**config.mk**
```make
export PLATFORM = sky130hd
export DESIGN_NAME = ttrng_conditioner
export DESIGN_NICKNAME = d
export VERILOG_FILES = /design/src/rtl/ttrng_pkg.sv /design/src/rtl/ttrng_vn_debias.sv /design/src/rtl/ttrng_conditioner.sv
export SDC_FILE = /design/constraint.sdc
export NUM_CORES = 1
export LEC_CHECK = 0
export ABC_AREA = 1
export BUFFER_PORTS_ARGS = -buffer_cell sky130_fd_sc_hd__buf_2
export CAP_MARGIN = 20
export CORE_MARGIN = 2
export CORE_UTILIZATION = 45
export CTS_BUF_LIST = sky130_fd_sc_hd__clkbuf_2 sky130_fd_sc_hd__clkbuf_4 sky130_fd_sc_hd__clkbuf_8
export DETAILED_ROUTE_END_ITERATION = 10
export PLACE_DENSITY = 0.65
export SLEW_MARGIN = 30
export SYNTH_ARGS = -nofsm -noshare
export SYNTH_HDL_FRONTEND = slang
export SYNTH_HIERARCHICAL = 1
export SYNTH_SLANG_ARGS = --single-unit
```
**constraint.sdc**
```tcl
create_clock -name clk -period 2.9 [get_ports clk]
set_clock_uncertainty 0.15 [all_clocks]
set_input_delay 0.58 -clock clk [delete_from_list [all_inputs] [get_ports clk]]
set_output_delay 0.58 -clock clk [all_outputs]
set_load 0.1 [all_outputs]
```
**src/rtl/ttrng_pkg.sv**
```systemverilog
// Shared types, default parameter values and counter-width helper for the
// ttrng conditioner.
package ttrng_pkg;

  localparam int DEF_NUM_SRC    = 4;
  localparam int DEF_OUT_W      = 8;
  localparam int DEF_SAMPLE_DIV = 16;
  localparam int DEF_RCT_LIMIT  = 32;

  typedef enum logic {
    VN_IDLE       = 1'b0,
    VN_HAVE_FIRST = 1'b1
  } vn_state_t;

  // Bits needed for a counter that must reach max_val inclusive.
  function automatic int cnt_width(input int max_val);
    if (max_val < 1) begin
      return 1;
    end else begin
      return $clog2(max_val + 1);
    end
  endfunction

endpackage

```
**src/rtl/ttrng_vn_debias.sv**
```systemverilog
// Von Neumann corrector: pairs consecutive samples, emits the first bit of an
// unequal pair, emits nothing for 00/11. clr abandons a half-collected pair.
module ttrng_vn_debias
  import ttrng_pkg::*;
(
  input  logic clk,
  input  logic rst_n,
  input  logic clr,
  input  logic strobe,
  input  logic s,
  output logic emit,
  output logic rnd_bit
);

  vn_state_t state;
  vn_state_t state_next;
  logic      first_bit;
  logic      first_next;

  // pair state register
  always_ff @(posedge clk or negedge rst_n) begin
    if (!rst_n) begin
      state     <= VN_IDLE;
      first_bit <= 1'b0;
    end else begin
      state     <= state_next;
      first_bit <= first_next;
    end
  end

  // next pair state
  always_comb begin
    state_next = state;
    first_next = first_bit;
    if (clr) begin
      state_next = VN_IDLE;
      first_next = 1'b0;
    end else if (strobe) begin
      case (state)
        VN_IDLE: begin
          state_next = VN_HAVE_FIRST;
          first_next = s;
        end
        VN_HAVE_FIRST: state_next = VN_IDLE;
        default:       state_next = VN_IDLE;
      endcase
    end else begin
      state_next = state;
    end
  end

  // emit decode: only the second sample of an unequal pair produces a bit
  always_comb begin
    rnd_bit = first_bit;
    if (!clr && strobe && (state == VN_HAVE_FIRST) && (first_bit != s)) begin
      emit = 1'b1;
    end else begin
      emit = 1'b0;
    end
  end

endmodule

```
**src/rtl/ttrng_conditioner.sv**
```systemverilog
// TRNG conditioner: synchronise latch-cell sources, XOR-combine, von Neumann
// debias, pack into words behind valid/ready. Optional RCT: TTRNG_HEALTH_TEST_EN.
module ttrng_conditioner
  import ttrng_pkg::*;
#(
  parameter int NUM_SRC    = DEF_NUM_SRC,
  parameter int OUT_W      = DEF_OUT_W,
  parameter int SAMPLE_DIV = DEF_SAMPLE_DIV,
  parameter int RCT_LIMIT  = DEF_RCT_LIMIT
) (
  input  logic               clk,
  input  logic               rst_n,
  input  logic               ena,
  input  logic [NUM_SRC-1:0] raw_src,
  input  logic [NUM_SRC-1:0] src_mask,
  input  logic               rnd_ready,
  output logic [OUT_W-1:0]   rnd_data,
  output logic               rnd_valid,
  output logic               health_fail,
  output logic               drop_pulse
);

  localparam int DIV_W = cnt_width(SAMPLE_DIV - 1);
  localparam int CNT_W = cnt_width(OUT_W);
  localparam logic [DIV_W-1:0] DIV_LAST = DIV_W'(SAMPLE_DIV - 1);
  localparam logic [CNT_W-1:0] CNT_FULL = CNT_W'(OUT_W);
  localparam logic [CNT_W-1:0] CNT_LAST = CNT_W'(OUT_W - 1);

  logic [NUM_SRC-1:0] sync1;
  logic [NUM_SRC-1:0] sync2;
  logic [DIV_W-1:0]   div_cnt;
  logic               strobe;
  logic               s;
  logic               emit;
  logic               vn_bit;
  logic [OUT_W-1:0]   shreg;
  logic [CNT_W-1:0]   cnt;
  logic               take;
  logic               out_free;
  logic               asm_full;
  logic               load_full;
  logic               load_direct;
  logic               drop;
  logic               health_hit;

  // two-flop synchronisers for the asynchronous latch outputs
  always_ff @(posedge clk or negedge rst_n) begin
    if (!rst_n) begin
      sync1 <= {NUM_SRC{1'b0}};
      sync2 <= {NUM_SRC{1'b0}};
    end else begin
      sync1 <= raw_src;
      sync2 <= sync1;
    end
  end

  // sample divider, parked at zero while disabled
  always_ff @(posedge clk or negedge rst_n) begin
    if (!rst_n) begin
      div_cnt <= {DIV_W{1'b0}};
    end else if (!ena || (div_cnt == DIV_LAST)) begin
      div_cnt <= {DIV_W{1'b0}};
    end else begin
      div_cnt <= div_cnt + DIV_W'(1);
    end
  end

  assign strobe = ena && (div_cnt == DIV_LAST);
  assign s      = ^(sync2 & src_mask);

  ttrng_vn_debias u_vn (
    .clk     (clk),
    .rst_n   (rst_n),
    .clr     (!ena),
    .strobe  (strobe),
    .s       (s),
    .emit    (emit),
    .rnd_bit (vn_bit)
  );

  // assembler / output-register decisions for this cycle
  always_comb begin
    take        = rnd_valid && rnd_ready;
    out_free    = !rnd_valid || take;
    asm_full    = (cnt == CNT_FULL);
    load_full   = asm_full && out_free;
    load_direct = emit && (cnt == CNT_LAST) && out_free;
    drop        = emit && asm_full && !out_free;
  end

  // assembler shift register and output holding register
  always_ff @(posedge clk or negedge rst_n) begin
    if (!rst_n) begin
      shreg      <= {OUT_W{1'b0}};
      cnt        <= {CNT_W{1'b0}};
      rnd_data   <= {OUT_W{1'b0}};
      rnd_valid  <= 1'b0;
      drop_pulse <= 1'b0;
    end else if (health_hit) begin
      shreg      <= {OUT_W{1'b0}};
      cnt        <= {CNT_W{1'b0}};
      rnd_data   <= {OUT_W{1'b0}};
      rnd_valid  <= 1'b0;
      drop_pulse <= 1'b0;
    end else begin
      drop_pulse <= drop;
      if (load_full) begin
        // a bit arriving on the same edge starts the next word
        rnd_data  <= shreg;
        rnd_valid <= 1'b1;
        shreg     <= emit ? {{(OUT_W-1){1'b0}}, vn_bit} : {OUT_W{1'b0}};
        cnt       <= emit ? CNT_W'(1) : {CNT_W{1'b0}};
      end else if (load_direct) begin
        rnd_data  <= {shreg[OUT_W-2:0], vn_bit};
        rnd_valid <= 1'b1;
        shreg     <= {OUT_W{1'b0}};
        cnt       <= {CNT_W{1'b0}};
      end else begin
        if (take) begin
          rnd_valid <= 1'b0;
        end
        if (emit && !asm_full) begin
          shreg <= {shreg[OUT_W-2:0], vn_bit};
          cnt   <= cnt + CNT_W'(1);
        end
      end
    end
  end

`ifdef TTRNG_HEALTH_TEST_EN
  localparam int RCT_W = cnt_width(RCT_LIMIT);
  localparam logic [RCT_W-1:0] RCT_LIM = RCT_W'(RCT_LIMIT);

  logic             prev_s;
  logic [RCT_W-1:0] rct_cnt;
  logic [RCT_W-1:0] rct_next;
  logic             rct_trip;

  // repetition count, saturating at the limit
  always_comb begin
    rct_next = rct_cnt;
    if (strobe) begin
      if (s == prev_s) begin
        rct_next = (rct_cnt == RCT_LIM) ? rct_cnt : rct_cnt + RCT_W'(1);
      end else begin
        rct_next = RCT_W'(1);
      end
    end else begin
      rct_next = rct_cnt;
    end
    rct_trip = strobe && (rct_next == RCT_LIM);
  end

  // RCT state and sticky failure flag
  always_ff @(posedge clk or negedge rst_n) begin
    if (!rst_n) begin
      prev_s      <= 1'b0;
      rct_cnt     <= {RCT_W{1'b0}};
      health_fail <= 1'b0;
    end else begin
      if (strobe) begin
        prev_s  <= s;
        rct_cnt <= rct_next;
      end
      if (rct_trip) begin
        health_fail <= 1'b1;
      end
    end
  end

  assign health_hit = health_fail || rct_trip;
`else
  assign health_fail = 1'b0;
  assign health_hit  = 1'b0;

  // the repetition threshold has no meaning without the health test
  if (RCT_LIMIT < 2) begin : g_rct_limit_unused
  end
`endif

endmodule

```
==> flow_metrics.env <==
export IMPL_run_status="completed"
export IMPL_cts_hold_buffers_added=0
export IMPL_ys_warn_count=6
export IMPL_num_fill_cells=298
export IMPL_final_critical_path_setup_slack_ns=0.500
export IMPL_fin_tns_setup_ns=0
export IMPL_floorplan_initialDensity_pct=46.6
export IMPL_static_leakage_power_nw=0.974
export IMPL_postCtsSetupRepairBufs=0
export IMPL_first_global_vias=1199
export IMPL_path_max_fanout=9
export IMPL_nNetsFinal=212
export IMPL_met2RoutedLength_mm=1.26
export IMPL_final_min_clock_period_ns=2.40
export IMPL_avgSynthCellArea_sq_um=9.08
export IMPL_clk_latency_ns=0.33
export IMPL_final_period_util_pct=82.8
export IMPL_route_final_wire_length_mm=2.66
export IMPL_clock_buffer_count_from_cts=5
export IMPL_drive_above_1_share_pct=21.2
export IMPL_finish_cell_count_without_fillers=244
export IMPL_gr_usage_all_layers_pct=15.9
export IMPL_detail_route_iter0_violations=67
export IMPL_timing_fmax_mhz=417
export IMPL_timing_max_transition_violations_final=0
export IMPL_critical_path_endpoint_type="flop"
export IMPL_worst_slew_margin_rel_pct=49.4
export IMPL_routed_length_per_instance_um=10.9
export IMPL_tritoncts="built"
export IMPL_power_density_mw_per_mm2=590
export IMPL_routedLengthMet1_mm=1.26
export IMPL_drtPass1Iterations=4
export IMPL_vdd_ir_drop_max_uv=280
export IMPL_clk_pin_slew_worst_paths_ns=0.11
export IMPL_gp_routability_congestion=0.875
export IMPL_mappedNetlistNets=185
export IMPL_hold_class="in2async"
export IMPL_synth_distinct_cells=24
export IMPL_routed_wl_met3_um=99
export IMPL_grt_first_pass_wirelength_mm=4.97
export IMPL_design_die_area_sq_mm=0.00392
export IMPL_cts_root_buf="sky130_fd_sc_hd__clkbuf_4"
export IMPL_instance_count_after_placement_with_tap_cells_included=236
export IMPL_worst_setup_path_type="reg2reg"
export IMPL_global_route_overflow=0
export IMPL_synthCells=170
export IMPL_pre_cts_ws_ns=0.384
export IMPL_floorplan_core_area_sq_mm=0.00331
export IMPL_fp_row_count=21
export IMPL_grt_start_max_net_pins=37
export IMPL_io_pins=23
export IMPL_unrepaired_setup_endpoints_after_global_routing="false"
export IMPL_hold_viol_final=0
export IMPL_dp_final_hpwl_mm=2.01
export IMPL_count_of_endpoints_failing_setup_in_the_final_report=0
export IMPL_die_height_um=62.6
export IMPL_drt_vias_per_instance=4.76
export IMPL_critPathArrivalTime_ns=2.47
export IMPL_flow_area_growth_from_synthesis_pct=18.3
export IMPL_drv_cap=0
export IMPL_final_antenna_diode_count=0
export IMPL_cp_start_kind="flop"
export IMPL_cp_required_ns=2.97
export IMPL_synth_ff_latch_count=36
export IMPL_ant_nets=0
export IMPL_cts_sinks=36
export IMPL_initial_antenna_violation_count=0
export IMPL_post_cts_resize_count=0
export IMPL_synth_yosys_seq_area_share_pct=58.3
export IMPL_tightest_slew_ns=0.759
export IMPL_drc=0
export IMPL_via_count=1161
export IMPL_die_width_um=62.6
export IMPL_routed_top_layer="met4"
export IMPL_post_synth_instance_area_sq_mm=0.00154
export IMPL_clock_tree_buffer_depth=2
export IMPL_clock_tree_htree_level_count=2
export IMPL_io_buffers=21
[cell families after synthesis]
logic type                 Yosys count  synth area share [%]
and+or+nand+nor                    101                  28.9
DFF                                 36                  58.3
buffers and inverters               16                  4.30
AOI/OAI and AO/OA                    8                  2.92
xor gates and xnor gates             5                  2.84
adders and majority gates            3                  2.43
other                                1                 0.243
[through the flow]
step / cell area (sq um) / power [mW] / utilization (%) / hold slack, ns
finish: 1830 / 1.08 / 55.2 / 0.155
detailed placement: 1700 / 0.567 / 51.3 / 0.186
CTS: 1830 / 1.09 / 55.2 / 0.183
global route: 1830 / 1.12 / 55.2 / 0.168
global placement: 1700 / 0.564 / 51.3 / 0.184
floorplan: 1540 / 0.547 / - / 0.134
[power by group]
group	total (mW)	switching [mW]	internal, mW	leakage (nW)
logic	0.0407	0.0266	0.0142	0.427
registers	0.514	0.00379	0.511	0.482
clock network	0.522	0.167	0.355	0.0654
[area by class of cell]
type / instances / area (sq um) / share of cell area (%)
Clock inverter: 3 / 90.1 / 4.93
Multi-Input combinational cell: 118 / 577 / 31.6
Inverter: 15 / 58.8 / 3.22
Timing Repair Buffer: 21 / 105 / 5.75
Sequential cell: 36 / 901 / 49.3
Tap cell: 46 / 57.6 / 3.15
Clock buffer: 5 / 37.5 / 2.05
[cell usage in the layout, fill, tap and decap left out]
cell type	count
sky130_fd_sc_hd__nor2_2	3
sky130_fd_sc_hd__o21bai_1	1
sky130_fd_sc_hd__conb_1	1
sky130_fd_sc_hd__clkinv_1	2
sky130_fd_sc_hd__inv_1	10
sky130_fd_sc_hd__inv_4	1
sky130_fd_sc_hd__buf_2	21
sky130_fd_sc_hd__a31oi_1	2
sky130_fd_sc_hd__nor3_1	2
sky130_fd_sc_hd__nor2_1	4
sky130_fd_sc_hd__bufinv_16	3
sky130_fd_sc_hd__dfrtp_1	36
sky130_fd_sc_hd__nand3_2	2
sky130_fd_sc_hd__nand4_1	1
sky130_fd_sc_hd__nand2_2	3
sky130_fd_sc_hd__nand2_4	1
sky130_fd_sc_hd__nor2_4	1
sky130_fd_sc_hd__ha_1	3
sky130_fd_sc_hd__a21oi_1	2
sky130_fd_sc_hd__clkbuf_4	5
sky130_fd_sc_hd__nand3_1	16
sky130_fd_sc_hd__inv_2	2
sky130_fd_sc_hd__o21ai_0	3
sky130_fd_sc_hd__xnor2_1	3
sky130_fd_sc_hd__nand2_1	68
sky130_fd_sc_hd__xor2_1	2
[registers in the layout (all words and copies together) (netlist names)]
| name | flops |
|---|---|
| cnt | 4 |
| rnd_valid | 1 |
| sync2 | 4 |
| u_vn/rnd_bit | 1 |
| drop_pulse | 1 |
| div_cnt | 4 |
| sync1 | 4 |
| rnd_data | 8 |
| u_vn/state | 1 |
| shreg | 8 |
[cells in the mapped netlist]
cell type,count,area (sq um)
sky130_fd_sc_hd__a31oi_1,2,12.5
sky130_fd_sc_hd__nor2_1,4,15.0
sky130_fd_sc_hd__nand3_1,16,80.1
sky130_fd_sc_hd__inv_1,10,37.5
sky130_fd_sc_hd__nand2_1,68,255
sky130_fd_sc_hd__conb_1,1,3.75
sky130_fd_sc_hd__ha_1,3,37.5
sky130_fd_sc_hd__nor2_2,3,18.8
sky130_fd_sc_hd__nor2_4,1,11.3
sky130_fd_sc_hd__dfrtp_1,36,901
sky130_fd_sc_hd__nor3_1,2,10.0
sky130_fd_sc_hd__inv_2,2,7.51
sky130_fd_sc_hd__o21ai_0,3,15.0
sky130_fd_sc_hd__nand2_4,1,11.3
sky130_fd_sc_hd__clkinv_1,2,7.51
sky130_fd_sc_hd__xnor2_1,3,26.3
sky130_fd_sc_hd__nand3_2,2,20.0
sky130_fd_sc_hd__xor2_1,2,17.5
sky130_fd_sc_hd__o21bai_1,1,7.51
sky130_fd_sc_hd__inv_4,1,6.26
sky130_fd_sc_hd__nand2_2,3,18.8
sky130_fd_sc_hd__buf_4,1,7.51
sky130_fd_sc_hd__nand4_1,1,6.26
sky130_fd_sc_hd__a21oi_1,2,10.0
[critical path: stages (launching register included)]
cell and delay, ns:
sky130_fd_sc_hd__dfrtp_1 0.39, sky130_fd_sc_hd__ha_1 0.20, sky130_fd_sc_hd__nand2_1 0.07, sky130_fd_sc_hd__nor3_1 0.28
sky130_fd_sc_hd__nand3_1 0.13, sky130_fd_sc_hd__nor2_1 0.40, sky130_fd_sc_hd__inv_2 0.08, sky130_fd_sc_hd__nor2_2 0.10
sky130_fd_sc_hd__nand3_2 0.13, sky130_fd_sc_hd__nand2_4 0.12, sky130_fd_sc_hd__inv_2 0.08, sky130_fd_sc_hd__nand2_1 0.07
sky130_fd_sc_hd__nand3_1 0.07
[path summary, 6_finish.rpt]
check / from / endpoint / slack [ns] / cells after the start
worst max-delay path: div_cnt[0] / rnd_data[2] / 0.50 / 12
worst min-delay path: rst_n / rnd_data[0] / 0.16 / 1
worst max register to register: div_cnt[0] / rnd_data[2] / 0.50 / 12
worst min register to register: sync1[2] / sync2[2] / 0.21 / 0
max in group asynchronous: rst_n / shreg[4] / 1.96 / 1
min in group clk: raw_src[0] / sync1[0] / 0.20 / 1
[layer usage]
layer	up-vias	global-route usage, %
li1	585	-
met4	0	6.67
met2	22	26.7
met5	-	0
met3	4	4.50
met1	550	19.2
No activity file was read; power rests on OpenSTA's default activity.
